## src/rtl/pyldin_mem_ctrl.sv

```systemverilog
`default_nettype none
// ============================================================================
// Module      : pyldin_mem_ctrl
// Description : Memory controller for an 8-bit CPU bus in front of a 512 KiB
//               synchronous RAM. Maps the 64 KiB CPU space onto a 19-bit
//               physical space. A 8 KiB window at C000-DFFF can be redirected
//               to one of eight banks above 0x10000. The window is selected by
//               a bank register at E6F0. E000-FFFF can be write-protected.
//               All outputs are registered.
// Revision    : 1.0  initial release
// ----------------------------------------------------------------------------
// Parameters
//   WP_EN      1 = writes to E000-FFFF (except E6F0) do not reach the RAM
// Ports
//   clk        system clock, all state changes on the rising edge
//   rst_n      asynchronous active-low reset
//   cpu_addr   CPU address, held stable while cpu_vma is high
//   cpu_rw     1 = read, 0 = write
//   cpu_vma    request valid; only looked at while idle
//   cpu_wdata  CPU write data
//   cpu_rdata  read data, valid while cpu_ready is high, held until next read
//   cpu_ready  one-cycle completion pulse
//   ram_cs     RAM chip select
//   ram_rw     RAM direction, 0 = write
//   ram_read   RAM read strobe
//   ram_page   currently selected bank (bank register bits [2:0])
//   ram_addr   19-bit physical byte address
//   ram_wdata  RAM write data
//   ram_rdata  RAM read data, registered by the RAM one cycle after cs&read
// ============================================================================
module pyldin_mem_ctrl #(
    parameter int unsigned WP_EN = 1
) (
    input  logic        clk,
    input  logic        rst_n,
    input  logic [15:0] cpu_addr,
    input  logic        cpu_rw,
    input  logic        cpu_vma,
    input  logic [7:0]  cpu_wdata,
    output logic [7:0]  cpu_rdata,
    output logic        cpu_ready,
    output logic        ram_cs,
    output logic        ram_rw,
    output logic        ram_read,
    output logic [2:0]  ram_page,
    output logic [18:0] ram_addr,
    output logic [7:0]  ram_wdata,
    input  logic [7:0]  ram_rdata
);

    // ------------------------------------------------------------------------
    // Constants
    // ------------------------------------------------------------------------
    localparam logic [15:0] c_BANK_REG_ADDR = 16'hE6F0;
    // Only the bank number and the window-enable bit are implemented.
    localparam logic [7:0]  c_BANK_REG_MASK = 8'h87;
    localparam logic [18:0] c_WINDOW_BASE   = 19'h10000;
    localparam logic [2:0]  c_SEG_WINDOW    = 3'b110;   // C000-DFFF
    localparam logic [2:0]  c_SEG_TOP       = 3'b111;   // E000-FFFF

    localparam int c_STATE_W = 3;

    typedef enum logic [c_STATE_W-1:0] {
        c_ST_IDLE     = 3'd0,
        c_ST_WR       = 3'd1,
        c_ST_RD_ISSUE = 3'd2,
        c_ST_RD_WAIT  = 3'd3,
        c_ST_DONE     = 3'd4
    } state_t;

    // ------------------------------------------------------------------------
    // State and registered outputs
    // ------------------------------------------------------------------------
    state_t      r_state_q, w_state_d;
    logic [7:0]  r_bank_q,  w_bank_d;
    logic [7:0]  r_rdata_q, w_rdata_d;
    logic        r_ready_q, w_ready_d;
    logic        r_cs_q,    w_cs_d;
    logic        r_rw_q,    w_rw_d;
    logic        r_read_q,  w_read_d;
    logic [18:0] r_addr_q,  w_addr_d;
    logic [7:0]  r_wdata_q, w_wdata_d;

    // ------------------------------------------------------------------------
    // Address decode
    // ------------------------------------------------------------------------
    logic        w_is_bank_reg;
    logic        w_in_window;
    logic        w_in_top;
    logic        w_wr_blocked;
    logic [18:0] w_phys_addr;

    assign w_is_bank_reg = (cpu_addr == c_BANK_REG_ADDR);
    assign w_in_window   = (cpu_addr[15:13] == c_SEG_WINDOW);
    assign w_in_top      = (cpu_addr[15:13] == c_SEG_TOP);

    // The window is translated with the bank value current at acceptance,
    // so a bank change only affects requests accepted after it completed.
    assign w_phys_addr = (w_in_window && r_bank_q[7])
                       ? (c_WINDOW_BASE
                          + {3'b000, r_bank_q[2:0], 13'd0}
                          + {6'd0, cpu_addr[12:0]})
                       : {3'b000, cpu_addr};

    generate
        if (WP_EN != 0) begin : g_wp_on
            // The bank register lives inside the protected page but must
            // stay writable; it is decoded ahead of this term anyway.
            assign w_wr_blocked = w_in_top & ~w_is_bank_reg;
        end else begin : g_wp_off
            assign w_wr_blocked = 1'b0;
        end
    endgenerate

    // ------------------------------------------------------------------------
    // Next-state logic
    // The RAM strobes and cpu_ready are registered, so each is computed here
    // for the state being entered: the strobes are high exactly while the
    // FSM sits in WR or RD_ISSUE, and cpu_ready exactly while in DONE.
    // ------------------------------------------------------------------------
    always_comb begin
        w_state_d = r_state_q;
        w_bank_d  = r_bank_q;
        w_rdata_d = r_rdata_q;
        w_addr_d  = r_addr_q;
        w_wdata_d = r_wdata_q;
        w_ready_d = 1'b0;
        w_cs_d    = 1'b0;
        w_read_d  = 1'b0;
        w_rw_d    = 1'b1;

        case (r_state_q)
            c_ST_IDLE: begin
                if (cpu_vma) begin
                    if (w_is_bank_reg) begin
                        // Internal register: completes without a RAM cycle.
                        if (cpu_rw) begin
                            w_rdata_d = r_bank_q & c_BANK_REG_MASK;
                        end else begin
                            w_bank_d = cpu_wdata & c_BANK_REG_MASK;
                        end
                        w_state_d = c_ST_DONE;
                        w_ready_d = 1'b1;
                    end else if (!cpu_rw) begin
                        // A protected write still spends one cycle in WR so
                        // that every write has the same latency; it just
                        // never raises the chip select.
                        w_state_d = c_ST_WR;
                        if (!w_wr_blocked) begin
                            w_cs_d    = 1'b1;
                            w_rw_d    = 1'b0;
                            w_addr_d  = w_phys_addr;
                            w_wdata_d = cpu_wdata;
                        end
                    end else begin
                        w_state_d = c_ST_RD_ISSUE;
                        w_cs_d    = 1'b1;
                        w_read_d  = 1'b1;
                        w_addr_d  = w_phys_addr;
                    end
                end
            end

            c_ST_WR: begin
                w_state_d = c_ST_DONE;
                w_ready_d = 1'b1;
            end

            c_ST_RD_ISSUE: begin
                // RAM registers the data at the end of this cycle.
                w_state_d = c_ST_RD_WAIT;
            end

            c_ST_RD_WAIT: begin
                // RAM output is valid during this cycle; capture it so it
                // is presented together with cpu_ready.
                w_state_d = c_ST_DONE;
                w_ready_d = 1'b1;
                w_rdata_d = ram_rdata;
            end

            c_ST_DONE: begin
                // cpu_vma is deliberately ignored here, which guarantees one
                // IDLE cycle between consecutive accesses.
                w_state_d = c_ST_IDLE;
            end

            default: begin
                w_state_d = c_ST_IDLE;
            end
        endcase
    end

    // ------------------------------------------------------------------------
    // State registers
    // ------------------------------------------------------------------------
    always_ff @(posedge clk or negedge rst_n) begin
        if (!rst_n) begin
            r_state_q <= c_ST_IDLE;
            r_bank_q  <= 8'h00;
            r_rdata_q <= 8'h00;
            r_ready_q <= 1'b0;
            r_cs_q    <= 1'b0;
            r_rw_q    <= 1'b1;
            r_read_q  <= 1'b0;
            r_addr_q  <= 19'd0;
            r_wdata_q <= 8'h00;
        end else begin
            r_state_q <= w_state_d;
            r_bank_q  <= w_bank_d;
            r_rdata_q <= w_rdata_d;
            r_ready_q <= w_ready_d;
            r_cs_q    <= w_cs_d;
            r_rw_q    <= w_rw_d;
            r_read_q  <= w_read_d;
            r_addr_q  <= w_addr_d;
            r_wdata_q <= w_wdata_d;
        end
    end

    // ------------------------------------------------------------------------
    // Outputs
    // ------------------------------------------------------------------------
    assign cpu_rdata = r_rdata_q;
    assign cpu_ready = r_ready_q;
    assign ram_cs    = r_cs_q;
    assign ram_rw    = r_rw_q;
    assign ram_read  = r_read_q;
    assign ram_page  = r_bank_q[2:0];
    assign ram_addr  = r_addr_q;
    assign ram_wdata = r_wdata_q;

endmodule

`default_nettype wire

```

## config.mk

```make
export PLATFORM = sky130hd
export DESIGN_NAME = pyldin_mem_ctrl
export DESIGN_NICKNAME = d
export VERILOG_FILES = /design/src/rtl/pyldin_mem_ctrl.sv
export SDC_FILE = /design/constraint.sdc
export NUM_CORES = 1
export LEC_CHECK = 0
export ABC_AREA = 1
export ABC_CLOCK_PERIOD_IN_PS = 1900
export BUFFER_PORTS_ARGS = -buffer_cell sky130_fd_sc_hd__buf_2
export CAP_MARGIN = 25
export CORE_MARGIN = 2
export CORE_UTILIZATION = 48
export DETAILED_ROUTE_END_ITERATION = 10
export MAX_ROUTING_LAYER = met4
export PLACE_DENSITY_LB_ADDON = 0.08
export SLEW_MARGIN = 40
export SYNTH_ARGS = -nofsm -noshare
export SYNTH_HDL_FRONTEND = slang
export SYNTH_SLANG_ARGS = --single-unit
export TNS_END_PERCENT = 10
```

## constraint.sdc

```tcl
create_clock -name clk -period 1.9 [get_ports clk]
set_clock_uncertainty 0.1 [all_clocks]
set_input_delay 0.19 -clock clk [delete_from_list [all_inputs] [get_ports clk]]
set_output_delay 0.19 -clock clk [all_outputs]
set_load 0.05 [all_outputs]
```

Word level (Yosys, flattened, before mapping)
Cells that the tools add are included.

Register bits after elaboration: 46. Input bits: 36. Output and inout port bits: 42.

Add/sub/neg operators: 2. Eq/ne operators: 10. Muxes and demuxes: 28. Bitwise operators: 4. Reductions and logical operators: 8.

Operators by type and width (count): $mux 19 (3); $mux 8 (3); $add 18x13->19 (1); $add 17x16->18 const A (1); $eq 16x16->1 const B (1); $mux 1 (16); $pmux 8 s2 (1); $reduce_and 4->1 (3); $pmux 3 s3 (1); $ne 2x2->1 const B (4); $eq 3x2->1 const B (2); $eq 3x3->1 const B (2); $mux 3 (2); $reduce_and 5->1 (1); $eq 3x1->1 const B (1); $logic_not 3->1 (1); $not 1->1 (3); $mux 2 (1); $pmux 1 s2 (1); $reduce_bool 2->1 (1); $reduce_or 2->1 (1); $and 1x1->1 (1); $logic_and 1x1->1 (1).

Longest topological paths before layout
Depth after elaboration: 8. Depth in mapped cells: 10.

Least setup slack after synthesis
OpenSTA, ideal clock, no wires.

Path kind: flip-flop to flip-flop. Start point: register r_state_q[2]. End point: register r_wdata_q[0] (netlist: ram_wdata[0]). Setup time: 0.126 ns. Data arrival time: 1.189 ns. Setup slack: 0.485 ns. Cell stages (with the launch flop): 6. Buffers on the path: 1. Period minus slack after synthesis: 1.415 ns. Cell sequence: dfrtp_1 > nor2_2 > nand2_2 > nor4_4 > buf_6 > o21ai_0.

Cells in the longest elaborated chain, start to end: 2.

RTL lines: start: declaration (RTL line 74) `state_t r_state_q, w_state_d;`; start signal: assignment (RTL line 199) `r_state_q <= c_ST_IDLE;`; start signal: assignment (RTL line 209) `r_state_q <= w_state_d;`; $logic_not 3->1 (RTL line 132) `case (r_state_q)`; $reduce_and 5->1 (no source line); end signal: assignment (RTL line 217) `r_wdata_q <= w_wdata_d;`; end: declaration (RTL line 82) `logic [7:0] r_wdata_q, w_wdata_d;`.

Every way passes these cells. A chain may end at the register's enable or synchronous reset.

Worst setup path in the final report
Start point: register r_state_q[2]. End point: register r_bank_q[2].

Cells in the longest elaborated chain, start to end: 2.

RTL lines: $logic_not 3->1 (RTL line 132); $reduce_and 4->1 (no source line); end signal: assignment (RTL line 210) `r_bank_q <= w_bank_d;`; end: declaration (RTL line 75) `logic [7:0] r_bank_q, w_bank_d;`.

Every way passes these cells.

==> run metrics <==
slowest CP cell=dfrtp_1; All-Layer GR Usage=between 20% and 30%; Detailed Place HPWL=between 3000 and 4000 um; Mapped Area=around 2000 um2; post-synthesis cell count=250; most frequent cells in the layout=nand2_1 (117), buf_2 (75), dfrtp_1 (43), inv_1 (26), nor2_1 (14); first-pass iteration count of the detailed router=4; cts bufs inserted=5; clk slew on worst S/H paths=approximately 0.08 ns; fin crit period=between 1.5 and 2 ns; fin nets=367; per-cell routed wire length=10.97 um; Final Util=roughly 63%; Max Root-Sink Buffers=2; most frequent CP cell=nand2_1; sw power=between 2 and 2.5 mW; Sw Share=between 50% and 60%; critical setup path kind=reg -> reg; total power draw=approximately 4.4 mW; H-Tree Depth=2; complex-gate fraction of the synthesized area=4.896%; internal power=2.103 mW; Comb pwr share=between 50% and 60%; Flop pwr share=33.7%; Max Cap Viol=0; adder-cell share of the synthesized area=0%; commonest non-fill, non-tap cell in the layout=nand2_1; Post-Synth XOR/XNOR Area=0%; core area=around 4000 um2; DR iter-0 viols=80; WP data arrival=roughly 1.6 ns; final instance area=2511 um2; drt total wl=approximately 4200 um; final hold vios=0; number of port buffers=75; slowest cell delay on critical path=between 0.3 and 0.4 ns; combinational family with the most area after synthesis=simple AND/OR/NAND/NOR gates; Layout Cells excl Fill=between 300 and 400; Critical Path Sink Type=register; DP Area=approximately 2400 um2; fill count=~380; Clock power frac=about an eighth; insertion delay to the later sink of the worst-skew pair=~0.28 ns; # clock sinks=between 40 and 50; row count=23; crit path max fanout=7; outcome=finished, final reports clean; VDD IR-drop max=roughly 0.00090 V; Slew Viols, Final=0; Tcrit/Tclk final=just over 80%; Final ANT Viol Nets=0; vias in the first global route=~1700; Root Buffer=clkbuf_8; register bit count reported by yosys=44; Post-route DRC=0; Die H=slightly below 70 um; P&R area growth vs syn=25.99%; type of origin of the critical path=register; Finish-stage setup viols=0; yosys warns=0; largest net degree at the start of global routing=28; # IOs=between 70 and 80; Die W=a little under 70 um; setup_tns=0 ns; global-route wire length before repair=about 7000 um; # placed instances=around 370; pwr dens=between 1500 and 2000 nW/um2; fraction of synthesized area in multiplexers=0%; Hold WC Path Type=in -> reg; Avg Cell Area, Syn=about 8.0 um2; slew margin rel.=between 60% and 70%; layout cells sized above 1=between 20 and 30%; Post-Synth Simple-Gate Area=between 30% and 40%; post-synthesis sequential area ratio=roughly 55%; Max Fclk=approximately 650 MHz; Initial Util=49.83%; n_diodes=0; vias=about 1700; vias per inst=between 4 and 5; initial antenna violation count=0; Worst Path Required=between 1.5 and 2 ns; leak pwr=approximately 1.5 nW; Die ar.=between 4000 and 5000 um2; GRT Residual Overflow=0; top cell type's share of synthesized area=between 50% and 60%; largest cells by area after synthesis=dfrtp_1 (54%), nand2_1 (22%), inv_1 (4.9%), nand3_1 (3.0%), o21ai_0 (2.8%); Worst Max-Slew Pin Slew=between 0.5 and 0.6 ns; CTS tree=done; library cells used by synthesis=21; leading area contributor after synthesis=dfrtp_1; Final GP Congestion=0.8040; RSZ-0062 raised after global routing=false; CP cell instances=nor2_2 > nand2_2 > inv_1 > nand3_1 > inv_1 > nand2_1 > nand2_1 > nand2_1
cell type report:
class	count	area, um2	area share (%)
multi-input combinational	170	725.7	28.90
sequential	44	1102	43.90
tap	50	62.56	2.491
timing repair buffer	82	435.4	17.34
inverter	28	105.1	4.185
clock buffer	8	80.08	3.189
worst max-delay path, delay by kind of cell (launching register included):
family | cells | cell delay [ns]
DFF | 1 | 0.39
buffers and inverters | 2 | 0.31
and+or+nand+nor | 6 | 0.64
registers in the layout, indices dropped and copies added, names as in the netlist:
register / flops
r_state_q: 3
ram_cs: 1
ram_read: 1
ram_rw: 1
r_bank_q: 4
cpu_ready: 1
ram_addr: 17
ram_wdata: 8
cpu_rdata: 8
metrics by stage:
| step | hold WS, ns | setup WS (ns) |
|---|---|---|
| 5_1_grt | 0.005748 | 0.1907 |
| 3_3_place_gp | 0.1218 | 0.3836 |
| 3_5_place_dp | 0.1250 | 0.3541 |
| 2_1_floorplan | -0.2056 | 0.4845 |
| 4_1_cts | 0.002094 | 0.3425 |
| 6_report | 0.007061 | 0.3615 |
path summary, 6_finish.rpt:
check,start,to,slack (ns),depth (start not counted)
worst max-delay path,r_state_q[2],r_bank_q[2],0.36,8
min in group asynchronous,rst_n,ram_addr[10],0.34,2
worst min register to register,cpu_rdata[6],cpu_rdata[6],0.38,2
worst min-delay path,cpu_addr[10],ram_addr[10],0.007,3
max in group asynchronous,rst_n,ram_rw,0.72,3
worst max register to register,r_state_q[2],r_bank_q[2],0.36,8
cell families (layout without fill, tap and decap cells):
logic type             count (synthesis)  after routing
and+or+nand+nor                      151            151
AOI/OAI and AO/OA                     17             17
other                                  1              2
DFF                                   44             44
buffers and inverters                 37            118
Yosys cell counts (all sizes together):
cell / n
o21ai: 13
nand2: 120
conb: 1
clkinv: 1
nand3: 13
buf: 9
dfstp: 1
nor2: 16
nand4: 1
dfrtp: 43
a21oi: 2
nor4: 1
o21a: 2
inv: 27
routing by layer:
metal | wire length (um) | track usage, % | vias up | part of all wire (%)
met4 | 39 | 6.500 | 0 | 0.93
met3 | 249 | 3.618 | 4 | 5.9
met5 | 0 | - | - | 0
met2 | 1947 | 32.69 | 50 | 46
li1 | - | - | 909 | -
met1 | 1953 | 25.69 | 761 | 47
timing repair:
| item | 4_1_cts | 5_1_grt |
|---|---|---|
| resized for setup | 0 | 0 |
| setup buffers | 0 | 0 |
| hold buffers | 3 | 0 |
| hold endpoints to repair | 27 | 0 |
power groups by stage:
stage	combinational (mW)	sequential, mW	clock (mW)
floorplan	0.619	2.74	0
global placement	2.38	1.51	0
detailed placement	2.41	1.51	0
CTS	2.42	1.50	0.565
global route	2.59	1.55	0.603
finish	2.40	1.50	0.544
(Power assumes the default switching activity.)
